<file path="config.mk">
export PLATFORM = sky130hd
export DESIGN_NAME = conv3x3_filter
export DESIGN_NICKNAME = d
export VERILOG_FILES = /design/src/rtl/conv3x3_filter.sv
export SDC_FILE = /design/constraint.sdc
export NUM_CORES = 1
export LEC_CHECK = 0
export BUFFER_PORTS_ARGS = -buffer_cell sky130_fd_sc_hd__buf_2
export CELL_PAD_IN_SITES_DETAIL_PLACEMENT = 0
export CELL_PAD_IN_SITES_GLOBAL_PLACEMENT = 1
export CORE_AREA = 2 2 152 117
export DETAILED_ROUTE_END_ITERATION = 8
export DIE_AREA = 0 0 154 119
export PLACE_DENSITY = 0.88
export SYNTH_ARGS = -nofsm -noshare
export SYNTH_HDL_FRONTEND = slang
export SYNTH_SLANG_ARGS = --single-unit
</file>
<file path="constraint.sdc">
create_clock -name clk -period 8.9 [get_ports clk]
set_input_delay 0.445 -clock clk [delete_from_list [all_inputs] [get_ports clk]]
set_output_delay 0.445 -clock clk [all_outputs]
set_load 0.01 [all_outputs]
</file>
<file path="src/rtl/conv3x3_filter.sv">
// conv3x3_filter: three-stage 3x3 window filter (bypass, box, gaussian, sobel)
// for 4-bit pixels. The filter mode is latched once per frame, on the window at
// (0,0). That mode travels down the pipeline with each window, so every pixel of
// a frame is filtered with the same mode. Output column and row indices come from
// a second counter, which advances only on valid output pixels.
module conv3x3_filter #(
    parameter int IMG_W = 320,
    parameter int IMG_H = 240
) (
    input  logic        clk,
    input  logic        rst_n,
    input  logic [35:0] win_in,
    input  logic        win_valid,
    input  logic [1:0]  mode,
    output logic [3:0]  pix_out,
    output logic        pix_valid,
    output logic        sof,
    output logic        eof,
    output logic [8:0]  col_out,
    output logic [7:0]  row_out
);

    typedef enum logic [1:0] {
        MODE_BYPASS = 2'd0,
        MODE_BOX    = 2'd1,
        MODE_GAUSS  = 2'd2,
        MODE_SOBEL  = 2'd3
    } mode_e;

    localparam logic [8:0] LAST_COL = 9'(IMG_W - 1);
    localparam logic [7:0] LAST_ROW = 8'(IMG_H - 1);

    logic [8:0]  r_in_col;
    logic [7:0]  r_in_row;
    logic [1:0]  r_active_mode;
    logic        w_frame_start;
    logic [1:0]  w_win_mode;

    logic        r_s1_valid;
    logic [35:0] r_s1_win;
    logic [1:0]  r_s1_mode;

    logic        r_s2_valid;
    logic [3:0]  r_s2_pix;

    logic [8:0]  r_out_col_nxt;
    logic [7:0]  r_out_row_nxt;
    logic [3:0]  r_pix_out;
    logic        r_pix_valid;
    logic        r_sof;
    logic        r_eof;
    logic [8:0]  r_col_out;
    logic [7:0]  r_row_out;

    logic [3:0]  w_p0, w_p1, w_p2, w_p3, w_p4, w_p5, w_p6, w_p7, w_p8;
    logic [7:0]  w_box_sum;
    logic [12:0] w_box_prod;
    logic [3:0]  w_box_pix;
    logic [7:0]  w_gauss_sum;
    logic [3:0]  w_gauss_pix;
    logic [7:0]  w_gx_pos, w_gx_neg, w_gy_pos, w_gy_neg;
    logic signed [7:0] w_gx, w_gy;
    logic [7:0]  w_gx_abs, w_gy_abs;
    logic [7:0]  w_mag;
    logic [4:0]  w_mag_shr;
    logic [3:0]  w_sobel_pix;
    logic [3:0]  w_s2_pix;

    // The window at (0,0) uses the mode presented with it, not the stale latch.
    assign w_frame_start = (r_in_col == 9'd0) && (r_in_row == 8'd0);
    assign w_win_mode    = (win_valid && w_frame_start) ? mode : r_active_mode;

    // Input position counter and per-frame mode latch.
    always_ff @(posedge clk or negedge rst_n) begin
        if (!rst_n) begin
            r_in_col      <= 9'd0;
            r_in_row      <= 8'd0;
            r_active_mode <= 2'd0;
        end else if (win_valid) begin
            if (w_frame_start)
                r_active_mode <= mode;
            if (r_in_col == LAST_COL) begin
                r_in_col <= 9'd0;
                r_in_row <= (r_in_row == LAST_ROW) ? 8'd0 : r_in_row + 8'd1;
            end else begin
                r_in_col <= r_in_col + 9'd1;
            end
        end
    end

    // Stage 1: capture the window together with the mode of its frame.
    always_ff @(posedge clk or negedge rst_n) begin
        if (!rst_n) begin
            r_s1_valid <= 1'b0;
            r_s1_win   <= 36'd0;
            r_s1_mode  <= 2'd0;
        end else begin
            r_s1_valid <= win_valid;
            if (win_valid) begin
                r_s1_win  <= win_in;
                r_s1_mode <= w_win_mode;
            end
        end
    end

    assign w_p0 = r_s1_win[35:32];
    assign w_p1 = r_s1_win[31:28];
    assign w_p2 = r_s1_win[27:24];
    assign w_p3 = r_s1_win[23:20];
    assign w_p4 = r_s1_win[19:16];
    assign w_p5 = r_s1_win[15:12];
    assign w_p6 = r_s1_win[11:8];
    assign w_p7 = r_s1_win[7:4];
    assign w_p8 = r_s1_win[3:0];

    // Box: 57/512 approximates 1/9, and 135*57 still fits in 13 bits.
    assign w_box_sum  = {4'd0, w_p0} + {4'd0, w_p1} + {4'd0, w_p2}
                      + {4'd0, w_p3} + {4'd0, w_p4} + {4'd0, w_p5}
                      + {4'd0, w_p6} + {4'd0, w_p7} + {4'd0, w_p8};
    assign w_box_prod = {5'd0, w_box_sum} * 13'd57;
    assign w_box_pix  = 4'(w_box_prod >> 9);

    assign w_gauss_sum = {4'd0, w_p0}       + {3'd0, w_p1, 1'b0} + {4'd0, w_p2}
                       + {3'd0, w_p3, 1'b0} + {2'd0, w_p4, 2'b0} + {3'd0, w_p5, 1'b0}
                       + {4'd0, w_p6}       + {3'd0, w_p7, 1'b0} + {4'd0, w_p8};
    assign w_gauss_pix = 4'(w_gauss_sum >> 4);

    // Each partial sum is at most 60, so the signed 8-bit difference cannot wrap.
    assign w_gx_pos = {4'd0, w_p2} + {3'd0, w_p5, 1'b0} + {4'd0, w_p8};
    assign w_gx_neg = {4'd0, w_p0} + {3'd0, w_p3, 1'b0} + {4'd0, w_p6};
    assign w_gy_pos = {4'd0, w_p6} + {3'd0, w_p7, 1'b0} + {4'd0, w_p8};
    assign w_gy_neg = {4'd0, w_p0} + {3'd0, w_p1, 1'b0} + {4'd0, w_p2};
    assign w_gx     = signed'(w_gx_pos) - signed'(w_gx_neg);
    assign w_gy     = signed'(w_gy_pos) - signed'(w_gy_neg);
    assign w_gx_abs = w_gx[7] ? unsigned'(-w_gx) : unsigned'(w_gx);
    assign w_gy_abs = w_gy[7] ? unsigned'(-w_gy) : unsigned'(w_gy);
    assign w_mag    = w_gx_abs + w_gy_abs;
    assign w_mag_shr   = 5'(w_mag >> 3);
    assign w_sobel_pix = (w_mag_shr > 5'd15) ? 4'd15 : w_mag_shr[3:0];

    // Pick the filter result according to the mode carried with the window.
    always_comb begin
        w_s2_pix = w_p4;
        case (mode_e'(r_s1_mode))
            MODE_BYPASS: w_s2_pix = w_p4;
            MODE_BOX:    w_s2_pix = w_box_pix;
            MODE_GAUSS:  w_s2_pix = w_gauss_pix;
            MODE_SOBEL:  w_s2_pix = w_sobel_pix;
            default:     w_s2_pix = w_p4;
        endcase
    end

    // Stage 2: register the filtered pixel.
    always_ff @(posedge clk or negedge rst_n) begin
        if (!rst_n) begin
            r_s2_valid <= 1'b0;
            r_s2_pix   <= 4'd0;
        end else begin
            r_s2_valid <= r_s1_valid;
            r_s2_pix   <= r_s1_valid ? w_s2_pix : 4'd0;
        end
    end

    // Stage 3: output registers and output position counter; position holds on bubbles.
    always_ff @(posedge clk or negedge rst_n) begin
        if (!rst_n) begin
            r_out_col_nxt <= 9'd0;
            r_out_row_nxt <= 8'd0;
            r_pix_out     <= 4'd0;
            r_pix_valid   <= 1'b0;
            r_sof         <= 1'b0;
            r_eof         <= 1'b0;
            r_col_out     <= 9'd0;
            r_row_out     <= 8'd0;
        end else if (r_s2_valid) begin
            r_pix_valid <= 1'b1;
            r_pix_out   <= r_s2_pix;
            r_col_out   <= r_out_col_nxt;
            r_row_out   <= r_out_row_nxt;
            r_sof       <= (r_out_col_nxt == 9'd0) && (r_out_row_nxt == 8'd0);
            r_eof       <= (r_out_col_nxt == LAST_COL) && (r_out_row_nxt == LAST_ROW);
            if (r_out_col_nxt == LAST_COL) begin
                r_out_col_nxt <= 9'd0;
                r_out_row_nxt <= (r_out_row_nxt == LAST_ROW) ? 8'd0 : r_out_row_nxt + 8'd1;
            end else begin
                r_out_col_nxt <= r_out_col_nxt + 9'd1;
            end
        end else begin
            r_pix_valid <= 1'b0;
            r_pix_out   <= 4'd0;
            r_sof       <= 1'b0;
            r_eof       <= 1'b0;
        end
    end

    assign pix_out   = r_pix_out;
    assign pix_valid = r_pix_valid;
    assign sof       = r_sof;
    assign eof       = r_eof;
    assign col_out   = r_col_out;
    assign row_out   = r_row_out;

endmodule

</file>
# == Yosys cells after proc, flatten, opt, wreduce, memory -nomap -nowiden ==
# Index checks and enable logic that the tools add are counted.
# word_totals
ff_bits,104
out_inout_bits,24
# classes
addsub,31
n_eq_ne,7
n_reduce_logical,12
order_cmp,1
muxes,14
n_mul,1
# ops
op,n
8-bit by 4-bit adder with 8-bit output,6
6-bit by 4-bit adder with 7-bit output,5
8-bit two-way mux,4
4-bit by 5-bit adder with 6-bit output,4
8-bit by 5-bit adder with 8-bit output,3
"9-bit by 1-bit adder with 9-bit output, second input constant",2
"9-bit == test, second input constant",2
9-bit zero test,2
9-bit two-way mux,2
"8-bit by 1-bit adder with 8-bit output, second input constant",2
"8-bit == test, second input constant",2
8-bit zero test,2
8-bit negator,2
4-bit one-hot mux with 4 select lines,1
7-bit by 7-bit subtractor with 8-bit output,2
"8-bit by 6-bit multiplier with 13-bit output, second input constant",1
4-bit two-way mux,3
7-bit by 4-bit adder with 8-bit output,1
8-bit by 6-bit adder with 8-bit output,1
8-bit adder,1
5-bit by 4-bit adder with 6-bit output,1
2-bit AND reduction,3
4-bit by 4-bit adder with 5-bit output,1
"5-bit by 4-bit > comparator with 1-bit output, second input constant",1
6 further kinds,12

# == Longest topological paths before layout ==
# logic_depth
word_depth,11
depth_mapped,24

# == Least setup slack after synthesis ==
# No wires, ideal clock.
# synth_path
path_type,flip-flop to flip-flop
start,register r_s1_win[2]
end,register r_s2_pix[2]
path_stages_with_launch,20
period_less_slack_ps,6287
path_slack_ps,2613
setup_time_ps,125
path_buffers,0
t_arrival_ps,6162
required_time_ps,8775
path_cell_list,dfrtp_1 fa_1 fa_1 fa_1 fa_1 ha_1 fa_1 xor2_1 inv_1 fa_1 fa_1 inv_1 ha_1 ha_1 a21oi_1 o211ai_1 a21oi_1 xnor2_1 mux4_2 o2bb2ai_1
# synth_between
elab_chain_len,9
elab_cells_between_ends,16
cone_classes,9 x add/sub; 1 x mul; 1 x order compare; 5 x mux
# synth_lines
item,line_no,rtl
start: declaration,40,logic [35:0] r_s1_win;
start signal: assignment,100,r_s1_win <= win_in;
"6-bit by 4-bit adder with 7-bit output, on equally long branches","129, 131",
"7-bit by 7-bit subtractor with 8-bit output, on equally long branches","133, 134",
"8-bit negator, on equally long branches","135, 136",
"8-bit two-way mux, on equally long branches","135, 136",
8-bit adder,137,assign w_mag = w_gx_abs + w_gy_abs;
5-bit by 4-bit > comparator with 1-bit output,139,assign w_sobel_pix = (w_mag_shr > 5'd15) ? 4'd15 : w_mag_shr[3:0];
4-bit two-way mux,139,
4-bit one-hot mux with 4 select lines (*),144,case (mode_e'(r_s1_mode))
4-bit two-way mux (*),160,r_s2_pix <= r_s1_valid ? w_s2_pix : 4'd0;
end signal: assignment,160,
end: declaration,44,logic [3:0] r_s2_pix;
# Every way passes the cells marked *; elsewhere a longest branch is shown, timed or not.
# A chain may end at the register's enable or synchronous reset.

# == Worst setup path after layout ==
# Ends and elaborated chain as after synthesis.

==> run_results.csv <==
group,metric,value,unit
grt,grt_start_max_net_pins,73,
grt,antenna_found_initial,0,
worst_setup_path,crit_fanout,4,
cts,cts_buffer_depth,2,
yosys,netlist_area,8150,µm²
cts,cts_hold_buffers,0,
routing,firstDrtPassIters,5,
worst_setup_path,crit_end,"r_s2_pix[2]",
grt,grtUsageMet3,0.0298,
grt,busiest_layer,"met1",
grt,grt_pass1_vias,5506,
worst_setup_path,worstPathArrival,6890,ps
sta,fin_setup_tns,0,ps
finish,diodes,0,
worst_setup_path,r2r-start,"r_s1_win[2]",
grt,grt_pass1_wl,28.4,mm
yosys,async_flop_share,1.00,
floorplanning,start_util,0.477,
routing,drt-total-wl,16.9,mm
cts,cts_resized,0,
worst_setup_path,end_kind,"register",
cts,h-tree-depth,3,
yosys,yosysSeqAreaShare,0.319,
cts,clkTransAtPathRegs,80,ps
worst_setup_path,rrSetupSlack,2260,ps
cts,cts_tree,"built",
floorplanning,die_area,18300,µm²
sta,fin_crit_sh,0.746,
cts,clock_sinks,104,
sta,setup_violations,0,
sta,rsz0062_at_grt,"false",
routing,vias_per_cell,5.30,
grt,overflow,0,
floorplanning,core,17100,µm²
worst_setup_path,start_kind,"register",
yosys,synth.ff_latch_count,104,
worst_setup_path,required,9140,ps
flow_run,drv_cap,0,
cts,root_buffer,"clkbuf_16",
finish,syn_to_final_growth,10.7,%
place,numPortBuffers,64,
yosys,netlist.top_cell.by_area,"dfrtp_1",
yosys,synth_warnings,0,
floorplanning,rows,42,
finish,nNetsFinal,1020,
worst_setup_path,crit_type,"reg -> reg",
finish,drive_gt1_frac,0.150,
cts,cts_setup_buffers,0,
yosys,synth_enable_flop_cells,0,
finish,nFillCells,1510,
sta,max_freq,151,MHz
yosys,synth_cells,759,
worst_setup_path,reg2reg_to,"r_s2_pix[2]",
grt,gr-usage-met2,0.293,
cts,cts_buffers,9,
sta,slew_headroom,0.238,
place,dp_hpwl,13.6,mm
yosys,synth_nets,959,
worst_setup_path,rr_worst_depth,19,
finish,final_util,0.528,
routing,drt_iter0_drc,391,
yosys,synth_flop_cell,"dfrtp_1",
yosys,ys_top_cells_by_count,"inv_1 (108), dfrtp_1 (104), fa_1 (82)",
sta,fin_skew,10.7,ps
hold_path,hold_path_class,"in -> async",
routing,wl_per_cell,16.2,µm
routing,ant_nets,0,
cts,insertion_delay,350,ps
finish,seqCellArea,2600,µm²
grt,grtUsageMet1,0.310,
sta,period_needed,6640,ps
floorplanning,fp.dieW,154,µm
yosys,synth_most_common_cell,"inv_1",
yosys,yosys.cell_types.count,63,
routing,via_count,5536,
routing,drc_errors,0,
place,place.gp.congestion,0.912,
grt,track_usage,0.198,
yosys,synth_top_area_frac,0.319,
outcome,status,"finished clean",
finish,multi_input_area,5080,µm²
yosys,synth_area_leaders,"dfrtp_1 (32%), fa_1 (20%), ha_1 (12%), inv_1 (5.0%), mux2_2 (4.3%)",
floorplanning,die_h,119,µm
sta,hold_viol_final,0,
sta,tightestPinTransition,1130,ps
sta,drv_slew,0,
yosys,avgSynthCellArea,10.7,µm²
floorplanning,io_pins,65,
worst_setup_path,crit_start,"r_s1_win[2]",
[worst min path at each step]
stage	slack, ps	end	cells past startpoint	startpoint
2_1_floorplan	150	col_out[0]	0	rst_n
3_3_place_gp	440	pix_out[2]	1	r_s2_pix[2]
3_5_place_dp	440	pix_out[2]	1	r_s2_pix[2]
4_1_cts	90	pix_out[0]	1	rst_n
5_1_grt	120	pix_out[0]	1	rst_n
6_report	70	pix_out[0]	1	rst_n
[metal layers]
layer / share of wire / wire length, µm
met1: 0.51 / 8620
met5: 0 / 0
met3: 0.041 / 699
met4: 0.0072 / 122
met2: 0.44 / 7470
[stage by stage]
step | setup slack [ps] | std cells | hold WS [ps] | instance area [µm²]
after floorplan | 2610 | 759 | 149 | 8150
after global placement | 2340 | 1029 | 440 | 8710
after detailed placement | 2250 | 1029 | 444 | 8710
after CTS | 2260 | 1045 | 95.0 | 9020
after global routing | 1790 | 1045 | 120 | 9020
final | 2260 | 1045 | 74.1 | 9020
[cells by family (layout without fill, tap and decap cells)]
family,Yosys count,after routing,synth area share
flops,104,104,0.319
mux,37,37,0.0520
fa+ha+maj,159,159,0.320
compound gates,125,125,0.0973
xor+xnor,43,43,0.0488
simple gates,166,166,0.105
buf+inv,125,191,0.0577
[worst max-delay path, stage by stage (launching register included)]
cell,delay [ps]
dfrtp_1,470
fa_1,530
fa_1,520
fa_1,520
fa_1,500
ha_1,240
fa_1,410
xor2_1,330
inv_1,160
fa_1,530
fa_1,520
inv_1,40
ha_1,280
ha_1,300
a21oi_1,170
o211ai_1,140
a21oi_1,210
xnor2_1,80
mux4_2,450
o2bb2ai_1,130
[registers in the layout (all words and copies together), names as in the netlist, 4 cells and up]
signal         cells
r_out_col_nxt      9
r_in_col           9
r_in_row           8
row_out            8
r_out_row_nxt      8
col_out            9
pix_out            4
r_s2_pix           4
r_s1_win          36
[layout make-up]
type	instances	share of cell area
clock buffers	10	0.0254
inverters	108	0.0449
multi-input cells	530	0.563
repair buffers	67	0.0383
well taps	220	0.0305
clock inverters	6	0.00957
flip-flops and latches	104	0.288
[cells in the final DEF (no fill, tap or decap), types with 2 or more instances in the layout]
cell type,n
a211oi_1,2
nor2b_1,7
mux2i_1,3
mux2_1,2
ha_1,77
o22ai_1,2
o31ai_1,7
a2111oi_0,2
a21o_1,16
dfrtp_1,104
buf_2,63
xnor2_1,28
and4_1,2
or3_1,2
xor2_1,13
nand2b_1,3
or2_2,2
nand2_1,55
nor3b_1,2
and3_1,7
nor3_1,8
nor4b_1,4
o21a_1,3
inv_8,2
and2_1,8
nand4_1,11
o21ai_1,7
inv_1,108
nor4_2,2
a21oi_1,16
nor2_1,32
o21ai_0,45
o211ai_1,4
clkbuf_16,9
buf_4,4
mux2_2,31
a31oi_1,5
fa_1,82
nand3_1,12
nor4_1,3
Power is not shown: default switching activity piles up to over one toggle a cycle in this logic, so the estimate is an artifact.
